`src/rtl/noc_vc_merge_pkg.sv`:
```
// Shared NoC definitions for the VC merge block.
// Flit width, VC count, arbiter states and the buffered entry layout.
package noc_vc_merge_pkg;

    localparam int Noc_Data_Width = 32;
    localparam int Noc_VC_Channel = 2;

    typedef enum logic [1:0] {
        NOC_MERGE_IDLE  = 2'd0,
        NOC_MERGE_LOCK0 = 2'd1,
        NOC_MERGE_LOCK1 = 2'd2
    } merge_state_t;

    typedef struct packed {
        logic                      is_tail;
        logic                      is_header;
        logic [Noc_Data_Width-1:0] flit;
    } flit_entry_t;

endpackage

```
`src/rtl/noc_vc_merge_fifo.sv`:
```
// Per-channel flit FIFO with wrap-around pointers.
// The extra pointer MSB separates full from empty; push refused when full.
module noc_vc_fifo #(
    parameter int WIDTH = 34,
    parameter int DEPTH = 4
) (
    input  logic                     clk,
    input  logic                     rst,
    input  logic                     push,
    input  logic                     pop,
    input  logic [WIDTH-1:0]         wdata,
    output logic [WIDTH-1:0]         rdata,
    output logic                     full,
    output logic                     empty,
    output logic [$clog2(DEPTH):0]   count
);

    localparam int AW = $clog2(DEPTH);

    logic [AW:0]      wr_ptr;
    logic [AW:0]      rd_ptr;
    logic [WIDTH-1:0] mem [DEPTH];
    logic             do_push;
    logic             do_pop;

    assign empty   = (wr_ptr == rd_ptr);
    assign full    = (wr_ptr[AW] != rd_ptr[AW]) &&
                     (wr_ptr[AW-1:0] == rd_ptr[AW-1:0]);
    assign count   = wr_ptr - rd_ptr;
    assign do_push = push && !full;
    assign do_pop  = pop && !empty;
    assign rdata   = mem[rd_ptr[AW-1:0]];

    // Advance pointers on accepted push/pop; reset empties the FIFO.
    always_ff @(posedge clk) begin
        if (rst) begin
            wr_ptr <= '0;
            rd_ptr <= '0;
        end else begin
            if (do_push) wr_ptr <= wr_ptr + 1'b1;
            if (do_pop)  rd_ptr <= rd_ptr + 1'b1;
        end
    end

    // Storage write; contents are don't-care until pushed.
    always_ff @(posedge clk) begin
        if (do_push) mem[wr_ptr[AW-1:0]] <= wdata;
    end

endmodule

```
`src/rtl/noc_vc_merge.sv`:
```
// Merges two VC channel flit streams into one ejection stream.
// Packet-level wormhole arbitration, round-robin at header boundaries.
module noc_vc_merge
    import noc_vc_merge_pkg::*;
#(
    parameter int FIFO_DEPTH      = 4,
    parameter int VC_READY_THRESH = 4
) (
    input  logic                      noc_clk,
    input  logic                      noc_rst,
    input  logic                      Noc_channel0_receive_valid,
    output logic                      Noc_channel0_receive_ready,
    input  logic [Noc_Data_Width-1:0] Noc_channel0_receive_flit,
    input  logic                      Noc_channel0_receive_is_header,
    input  logic                      Noc_channel0_receive_is_tail,
    output logic                      Noc_channel0_receive_VCready,
    input  logic                      Noc_channel1_receive_valid,
    output logic                      Noc_channel1_receive_ready,
    input  logic [Noc_Data_Width-1:0] Noc_channel1_receive_flit,
    input  logic                      Noc_channel1_receive_is_header,
    input  logic                      Noc_channel1_receive_is_tail,
    output logic                      Noc_channel1_receive_VCready,
    output logic                      Noc_sender_valid,
    input  logic                      Noc_sender_ready,
    output logic [Noc_Data_Width-1:0] Noc_sender_flit,
    output logic                      Noc_sender_is_header,
    output logic                      Noc_sender_is_tail,
    output logic                      Noc_merge_err
);

    localparam int CW = $clog2(FIFO_DEPTH) + 1;
    localparam int EW = $bits(flit_entry_t);

    merge_state_t state;
    logic         rr;
    logic         first;
    logic         err;

    flit_entry_t  wr0, wr1, head0, head1, out_e;
    logic         full0, full1, empty0, empty1;
    logic [CW-1:0] count0, count1;
    logic         pop0, pop1;
    logic         cand0, cand1, bad0, bad1;
    logic         grant0, grant1;
    logic         sel_valid;

    assign wr0 = {Noc_channel0_receive_is_tail,
                  Noc_channel0_receive_is_header,
                  Noc_channel0_receive_flit};
    assign wr1 = {Noc_channel1_receive_is_tail,
                  Noc_channel1_receive_is_header,
                  Noc_channel1_receive_flit};

    noc_vc_fifo #(.WIDTH(EW), .DEPTH(FIFO_DEPTH)) u_fifo0 (
        .clk   (noc_clk),
        .rst   (noc_rst),
        .push  (Noc_channel0_receive_valid),
        .pop   (pop0),
        .wdata (wr0),
        .rdata (head0),
        .full  (full0),
        .empty (empty0),
        .count (count0)
    );

    noc_vc_fifo #(.WIDTH(EW), .DEPTH(FIFO_DEPTH)) u_fifo1 (
        .clk   (noc_clk),
        .rst   (noc_rst),
        .push  (Noc_channel1_receive_valid),
        .pop   (pop1),
        .wdata (wr1),
        .rdata (head1),
        .full  (full1),
        .empty (empty1),
        .count (count1)
    );

    assign cand0 = !empty0 && head0.is_header;
    assign cand1 = !empty1 && head1.is_header;
    assign bad0  = !empty0 && !head0.is_header;
    assign bad1  = !empty1 && !head1.is_header;

    // Grant, discard and output-select decisions for the current state.
    always_comb begin
        pop0      = 1'b0;
        pop1      = 1'b0;
        grant0    = 1'b0;
        grant1    = 1'b0;
        sel_valid = 1'b0;
        out_e     = '0;
        unique case (state)
            NOC_MERGE_IDLE: begin
                pop0 = bad0;
                pop1 = bad1;
                if (cand0 && (!cand1 || !rr)) grant0 = 1'b1;
                else if (cand1)               grant1 = 1'b1;
            end
            NOC_MERGE_LOCK0: begin
                sel_valid = !empty0;
                if (!empty0) out_e = head0;
                pop0 = sel_valid && Noc_sender_ready;
            end
            NOC_MERGE_LOCK1: begin
                sel_valid = !empty1;
                if (!empty1) out_e = head1;
                pop1 = sel_valid && Noc_sender_ready;
            end
            default: ;
        endcase
    end

    // Arbiter FSM: lock on grant, release on popped tail, sticky error.
    always_ff @(posedge noc_clk) begin
        if (noc_rst) begin
            state <= NOC_MERGE_IDLE;
            rr    <= 1'b0;
            first <= 1'b0;
            err   <= 1'b0;
        end else begin
            unique case (state)
                NOC_MERGE_IDLE: begin
                    if (bad0 || bad1) err <= 1'b1;
                    if (grant0) begin
                        state <= NOC_MERGE_LOCK0;
                        first <= 1'b1;
                    end else if (grant1) begin
                        state <= NOC_MERGE_LOCK1;
                        first <= 1'b1;
                    end
                end
                NOC_MERGE_LOCK0: begin
                    if (pop0) begin
                        first <= 1'b0;
                        if (head0.is_header && !first) err <= 1'b1;
                        if (head0.is_tail) begin
                            state <= NOC_MERGE_IDLE;
                            rr    <= 1'b1;
                        end
                    end
                end
                NOC_MERGE_LOCK1: begin
                    if (pop1) begin
                        first <= 1'b0;
                        if (head1.is_header && !first) err <= 1'b1;
                        if (head1.is_tail) begin
                            state <= NOC_MERGE_IDLE;
                            rr    <= 1'b0;
                        end
                    end
                end
                default: state <= NOC_MERGE_IDLE;
            endcase
        end
    end

    assign Noc_channel0_receive_ready   = !full0 || noc_rst;
    assign Noc_channel1_receive_ready   = !full1 || noc_rst;
    assign Noc_channel0_receive_VCready = noc_rst ||
        ((FIFO_DEPTH - int'(count0)) >= VC_READY_THRESH);
    assign Noc_channel1_receive_VCready = noc_rst ||
        ((FIFO_DEPTH - int'(count1)) >= VC_READY_THRESH);

    assign Noc_sender_valid     = sel_valid && !noc_rst;
    assign Noc_sender_flit      = noc_rst ? '0 : out_e.flit;
    assign Noc_sender_is_header = out_e.is_header && !noc_rst;
    assign Noc_sender_is_tail   = out_e.is_tail && !noc_rst;
    assign Noc_merge_err        = err && !noc_rst;

endmodule

```
`config.mk`:
```
export PLATFORM = sky130hd
export DESIGN_NAME = noc_vc_merge
export DESIGN_NICKNAME = d
export VERILOG_FILES = /design/src/rtl/noc_vc_merge_pkg.sv /design/src/rtl/noc_vc_merge_fifo.sv /design/src/rtl/noc_vc_merge.sv
export SDC_FILE = /design/constraint.sdc
export NUM_CORES = 1
export LEC_CHECK = 0
export CORE_MARGIN = 2
export CORE_UTILIZATION = 30
export DETAILED_ROUTE_END_ITERATION = 8
export GPL_TIMING_DRIVEN = 0
export PLACE_DENSITY = 0.56
export SYNTH_ARGS = -nofsm -noshare
export SYNTH_HDL_FRONTEND = slang
export SYNTH_SLANG_ARGS = --single-unit
export TNS_END_PERCENT = 30
```
`constraint.sdc`:
```
create_clock -name noc_clk -period 3.9 [get_ports noc_clk]
set_clock_uncertainty 0.2 [all_clocks]
set_input_delay 0.975 -clock noc_clk [delete_from_list [all_inputs] [get_ports noc_clk]]
set_output_delay 0.975 -clock noc_clk [all_outputs]
set_load 0.02 [all_outputs]
```
==> impl_results.md, run 1 <==
* Worst Tran Pin Value at 641 ps
* Outcome: completed
* Fin util at 0.379
* Ratio of cells with drive above 1 in the final layout at 0.253
* Overall power at 8.24 mW
* IO buf count at 112
* Hold Path Cell Cnt at 2
* CP max FO at 10
* Worst-path clk slew at 60 ps
* R2r setup slk at 1350 ps
* Yosys warns at 0
* First-pass GRT wire length at 39400 um
* Dpl hpwl at 17800 um
* Grt met1 use at 0.178
* Core region area at 38400 um^2
* Finished Cell Area at 14500 um^2
* Final Hold Vio Count at 0
* Synth area leaders: edfxtp_1 70%, mux4_2 13%, dfxtp_1 3.6%, a22oi_1 2.3%, ha_1 1.9%
* Htree depth at 1
* Synthesis-stage register bit count at 293
* Mux share of post-synthesis cell area at 0.135
* Grt met3 use at 0.0256
* Max Freq at 261 MHz
* Register area share after synthesis at 0.741
* Synth-to-Final Area Change at 25.3%
* Vias in the first global route at 6346
* Class of the worst hold path: flop to flop
* Part of the cycle the worst path needs at 0.982
* Avg Inst Size Synth at 19.5 um^2
* Layout Nets at 848
* TritonCTS clock tree: built
* Commonest cells post-synth: 272 x edfxtp_1, 68 x mux4_2, 57 x nor2_1, 35 x a22oi_1, 21 x dfxtp_1
* EDFF count, synth at 272
* DRT antenna net count at 0
* Met2 Track Usage GR at 0.217
* CTS Sinks at 293
* Cell taking the most area after synthesis: edfxtp_1
* Total track usage at 0.130
* Slowest stage delay, CP at 560 ps
* Critical path's top delay family: buffers and inverters
* Total Wirelength at 26300 um
* Compound-Gate Fraction of Synth Area at 0.0393
* Main combinational cell family by area after synthesis: multiplexers
* Cells after Synth at 596
* Critical Path End Type: output port
* GPL Wtd Cong at 0.757
* Num rows at 72
* Adder-cell share of the synthesized area at 0.0229
* Most frequent cell after synthesis: edfxtp_1
* VDD IR-drop max at 0.348 mV
* Largest net degree at the start of global routing at 25
* Share of the synthesized area in the top cell type at 0.704
* Die height at 201 um
* Fin crit period at 3830 ps
* Most used routing layer: met2
* CP arrival at 2650 ps
* First-iteration detailed-routing DRC count at 289
* Die area at 40200 um^2
* CP max stage cell: clkdlybuf4s50_1
* Slew headroom at 0.573
* Power per cell area at 567 nW/um^2
* Simple-gate area share of the yosys netlist at 0.0367
* Global route overflow at 0
* Initial Util at 0.302
* Max Cap Viol at 0
* Crit path top cell by count: clkdlybuf4s50_1
* Initial antenna violation count at 1
* Synth Area in XOR/XNOR at 0.0106
* WP depth at 4
* Pleak at 4.68 nW
* Drt wl/cell at 20.3 um
* Mapped cell area at 11600 um^2
* Vias at 5993
* Worst EP required at 2720 ps
* Via/cell ratio at 4.63
* CP bufs+invs at 3
* Cts bufs inserted at 30
* WS Path Type: input port to output port
* Startpoint Class: input port
* Crit-path cells: clkdlybuf4s50_1, clkbuf_4, or3_1, clkdlybuf4s50_1
* ANT cells at 0
* Syn Nets at 689
* R2r worst-path depth at 6
* Layout fillers at 3628
* Unrepaired setup endpoints after global routing: true
* Residual DRC at 0
* Ports at 113
* Drt pass-1 iters at 6
* Final Max Slew Viols at 0
* DIE WIDTH at 201 um
* Synth cell types at 38
* Post-synth top flop: edfxtp_1
* Root Buffer: clkbuf_16
* Synth async-reset ratio at 0
* Setup_tns at 0 ps
* Setup Viol. Count Final at 0
* Worst-Skew Late Latency at 540 ps
* Cell Area, Placed at 13600 um^2
* CTS max path bufs at 3
## worst reg2reg max path, delay by kind of cell (launching register included)
kind,cells,cell delay [ps]
AO/OA/AOI/OAI,1,250
adder cells (fa/ha/maj),1,340
buffers and inverters,2,350
flip-flops,1,360
AND/OR/NAND/NOR,2,730
## worst paths after layout
path | startpoint | to
worst max-delay path | noc_rst | Noc_channel0_receive_ready
worst min-delay path | u_fifo0.rd_ptr[1] | u_fifo0.rd_ptr[1]
worst max register to register | u_fifo1.wr_ptr[0] | u_fifo1.mem[3][0]
worst min register to register | u_fifo0.rd_ptr[1] | u_fifo0.rd_ptr[1]
## cells in the final DEF (no fill, tap or decap), types with 3 or more instances in the layout
cell type,count
a21oi_1,5
a22oi_1,33
and2_2,8
buf_12,6
buf_16,3
buf_2,6
buf_4,13
clkbuf_1,13
clkbuf_16,30
clkbuf_2,18
clkbuf_4,6
clkdlybuf4s15_2,5
clkdlybuf4s50_1,75
clkinv_1,6
clkinv_2,3
dfxtp_1,18
dfxtp_2,3
dlygate4sd2_1,13
edfxtp_1,272
ha_1,18
inv_1,12
mux4_2,68
nand2_1,9
nand3_1,8
nor2_1,47
nor2_2,6
nor2_4,4
o21a_1,3
o21ai_0,9
or3_1,3
xnor2_1,8
xor2_1,6
## through the flow
stage,std cells,hold slack [ps],worst slack [ps]
3_3_place_gp,1226,297,-903
4_1_cts,1292,325,-17.0
6_report,1293,326,70.6
2_1_floorplan,596,267,771
5_1_grt,1293,354,-112
3_5_place_dp,1234,316,-920
## kinds of logic after synthesis
| group | count (synthesis) |
|---|---|
| adders and majority gates | 20 |
| DFF | 293 |
| AOI/OAI and AO/OA | 62 |
| and+or+nand+nor | 96 |
| xor gates and xnor gates | 14 |
| buffers and inverters | 40 |
| muxes | 71 |
## per-layer routing
metal	wire length [um]	up-vias
met5	13	-
met4	389	2
met3	1340	36
met2	12800	136
met1	11800	3098
li1	-	2721
## sequential cells by signal, indices dropped and copies added, names as in the netlist, named ones only
name            flops
u_fifo0.wr_ptr      3
u_fifo0.rd_ptr      3
u_fifo0.mem       136
u_fifo1.wr_ptr      3
u_fifo1.rd_ptr      3
first               1
err                 1
state               2
rr                  1
u_fifo1.mem       136
## what timing repair did
action                     in CTS  in global routing
setup endpoints to repair      37                 36
gates cloned                    0                  0
pin swaps                       2                  2
gates resized for setup        94                 42
hold buffers                    0                  0
setup buffers                   6                  1
## area by class of cell
| cell class | instances | area [um^2] | area share |
|---|---|---|---|
| Sequential cell | 293 | 8590 | 0.591 |
| Multi-Input combinational cell | 263 | 2920 | 0.201 |
| Timing Repair Buffer | 127 | 1290 | 0.0889 |
| Clock buffer | 40 | 788 | 0.0542 |
| Tap cell | 518 | 648 | 0.0446 |
| Buffer | 27 | 174 | 0.0120 |
| Clock inverter | 12 | 70.1 | 0.00482 |
| Inverter | 13 | 48.8 | 0.00336 |
## power breakdown
group	leakage (nW)	switching [mW]	internal (mW)
logic	1.59	1.06	0.947
registers	2.67	0.0596	3.64
clock network	0.414	1.12	1.41
Note: power is estimated with default switching activity, not from simulation.
==> run 2: changes to the inputs <==
- SLEW_MARGIN: default -> 20
==> run 2 against run 1 <==
Against the previous run:
- fmax fell by 0.17%
- cell count grew 0.23%
- highest routed layer unchanged
- register-to-register slack gained 40 ps
- critical path type unchanged
==> impl_results.md, run 2 (synthesis gave the netlist of run 1 again) <==
* Cts bufs inserted at 30 (unchanged)
* Internal power at 6.26 mW (+4.3%)
* Register share of total power at 0.434 (-0.015)
* Die height at 201 um (unchanged)
* Setup Viol. Count Final at 0 (unchanged)
* Final WS setup at 64.2 ps (-6.46 ps)
* Total track usage at 0.129 (-0.000399)
* Worst-Skew Late Latency at 550 ps (about the same)
* Residual DRC at 0 (unchanged)
* Drt wl/cell at 20.3 um (about the same)
* Setup_tns at 0 ps (unchanged)
* Max Freq at 261 MHz (-0.17%)
* Drt pass-1 iters at 4 (-2)
* Initial antenna violation count at 1 (unchanged)
* Worst-path clk slew at 60 ps (about the same)
* Slowest stage delay, CP at 550 ps (about the same)
* Via/cell ratio at 4.63 (-0.16%)
* Finished Cell Area at 14700 um^2 (+1.2%)
* Outcome: completed
* Initial Util at 0.302 (unchanged)
* CP arrival at 2660 ps (about the same)
* Cell Area, Placed at 13600 um^2 (unchanged)
* Worst EP required at 2720 ps (about the same)
* Commonest non-fill, non-tap cell in the layout: edfxtp_1
* DRT antenna net count at 0 (unchanged)
* VDD IR-drop max at 0.339 mV (-2.7%)
* Max Cap Viol at 0 (unchanged)
* Ratio of cells with drive above 1 in the final layout at 0.264 (+0.0109)
* Clock network power share at 0.331 (+0.023)
* Sw power at 2.29 mW (+2.2%)
* Final Max Slew Viols at 0 (unchanged)
* Ports at 113 (unchanged)
* First-iteration detailed-routing DRC count at 310 (+7.3%)
* WS Path Type: input port to output port
* Pleak at 4.74 nW (+1.3%)
* Dpl hpwl at 17800 um (+0.25%)
* Vias in the first global route at 6309 (-0.58%)
* Num rows at 72 (unchanged)
* Power per cell area at 581 nW/um^2 (+2.5%)
* CP max stage cell: clkdlybuf4s50_1
* Most frequent cells in the layout: 272 x edfxtp_1, 75 x clkdlybuf4s50_1, 68 x mux4_2
* Slew headroom at 0.579 (+0.00562)
* GPL Wtd Cong at 0.757 (unchanged)
* IO buf count at 112 (unchanged)
* Crit path top cell by count: clkdlybuf4s50_1
* CP max FO at 10 (unchanged)
* First-pass GRT wire length at 39300 um (-0.40%)
* Worst Tran Pin Value at 632 ps (-8.43 ps)
* CTS max path bufs at 3 (unchanged)
* Htree depth at 1 (unchanged)
* Final Hold Vio Count at 0 (unchanged)
* Class of the worst hold path: flop to flop
* CP bufs+invs at 3 (unchanged)
* Part of the cycle the worst path needs at 0.984 (+0.00166)
* Unrepaired setup endpoints after global routing: true
* Vias at 5997 (+0.067%)
* Root Buffer: clkbuf_16
* TritonCTS clock tree: built
* Fin crit period at 3840 ps (+6.46 ps)
* Startpoint Class: input port
* Synth-to-Final Area Change at 26.8%
* Critical Path End Type: output port
* Critical path's top delay family: buffers and inverters
* Switching portion of total power at 0.268 (-0.00395)
* Fin util at 0.383 (+0.00450)
* Total Wirelength at 26300 um (+0.22%)
* Global route overflow at 0 (unchanged)
* Largest net degree at the start of global routing at 24 (-4.0%)
* DP Worst Slack at -908 ps (+11.6 ps)
* Core region area at 38400 um^2 (unchanged)
* Die area at 40200 um^2 (unchanged)
* Layout Nets at 846 (-0.24%)
* R2r setup slk at 1390 ps (+40 ps)
* Combinational share of power at 0.235 (-0.008)
* Crit-path cells: clkdlybuf4s50_1, buf_2, or3_1, clkdlybuf4s50_1
* CTS Sinks at 293 (unchanged)
* DIE WIDTH at 201 um (unchanged)
==> run 2: metal layers <==
| metal | up-vias | track usage | share of wire |
|---|---|---|---|
| met4 | 2 | 0.0249 | 0.014 |
| met2 | 137 | 0.219 | 0.49 |
| met5 | - | 0 | 0.00049 |
| met1 | 3107 | 0.176 | 0.44 |
| li1 | 2720 | - | - |
| met3 | 31 | 0.0239 | 0.052 |
==> run 2: final cells by class <==
| type | count | area [um^2] |
|---|---|---|
| clock inverters | 17 | 190 |
| plain buffers | 27 | 179 |
| clock buffers | 39 | 805 |
| fillers | 3596 | 23700 |
| well taps | 518 | 648 |
| flip-flops and latches | 293 | 8590 |
| inverters | 13 | 48.8 |
| diodes | 1 | 2.50 |
| repair buffers | 125 | 1310 |
| multi-input cells | 263 | 2930 |
==> run 2: tightest hold or removal path, delay by kind of cell, from the launching register on <==
kind | cells | cell delay (ps)
DFF | 1 | 330
AOI/OAI and AO/OA | 1 | 80
and+or+nand+nor | 1 | 60
==> run 2: final timing paths <==
check,endpoint,cells past startpoint,startpoint
worst max register to register,u_fifo1.mem[3][0],6,u_fifo1.rd_ptr[1]
worst min-delay path,u_fifo0.rd_ptr[1],2,u_fifo0.rd_ptr[1]
worst min register to register,u_fifo0.rd_ptr[1],2,u_fifo0.rd_ptr[1]
worst max-delay path,Noc_channel1_receive_ready,4,noc_rst
==> run 2: per-stage QoR <==
step                instances  total power [mW]  hold WS (ps)
global route             1295              8.94           354
floorplan                 596              5.09           267
global placement         1226              5.66           297
detailed placement       1234              5.70           316
CTS                      1295              8.61           324
finish                   1296              8.54           325
==> run 2: power groups by stage <==
stage               clock network, mW  registers [mW]  logic (mW)
floorplan                           0            3.75        1.33
global placement                    0            3.77        1.89
detailed placement                  0            3.77        1.93
CTS                              2.90            3.70        2.01
global route                     3.02            3.72        2.19
finish                           2.83            3.70        2.01
==> run 2: what timing repair did <==
action                                  in CTS  in global routing
gates resized for setup                    101                 34
pin swaps                                    2                  2
endpoints found under the setup margin      37                 38
buffers inserted                             5                  0
hold buffers                                 0                  0
endpoints found under the hold margin        0                  0
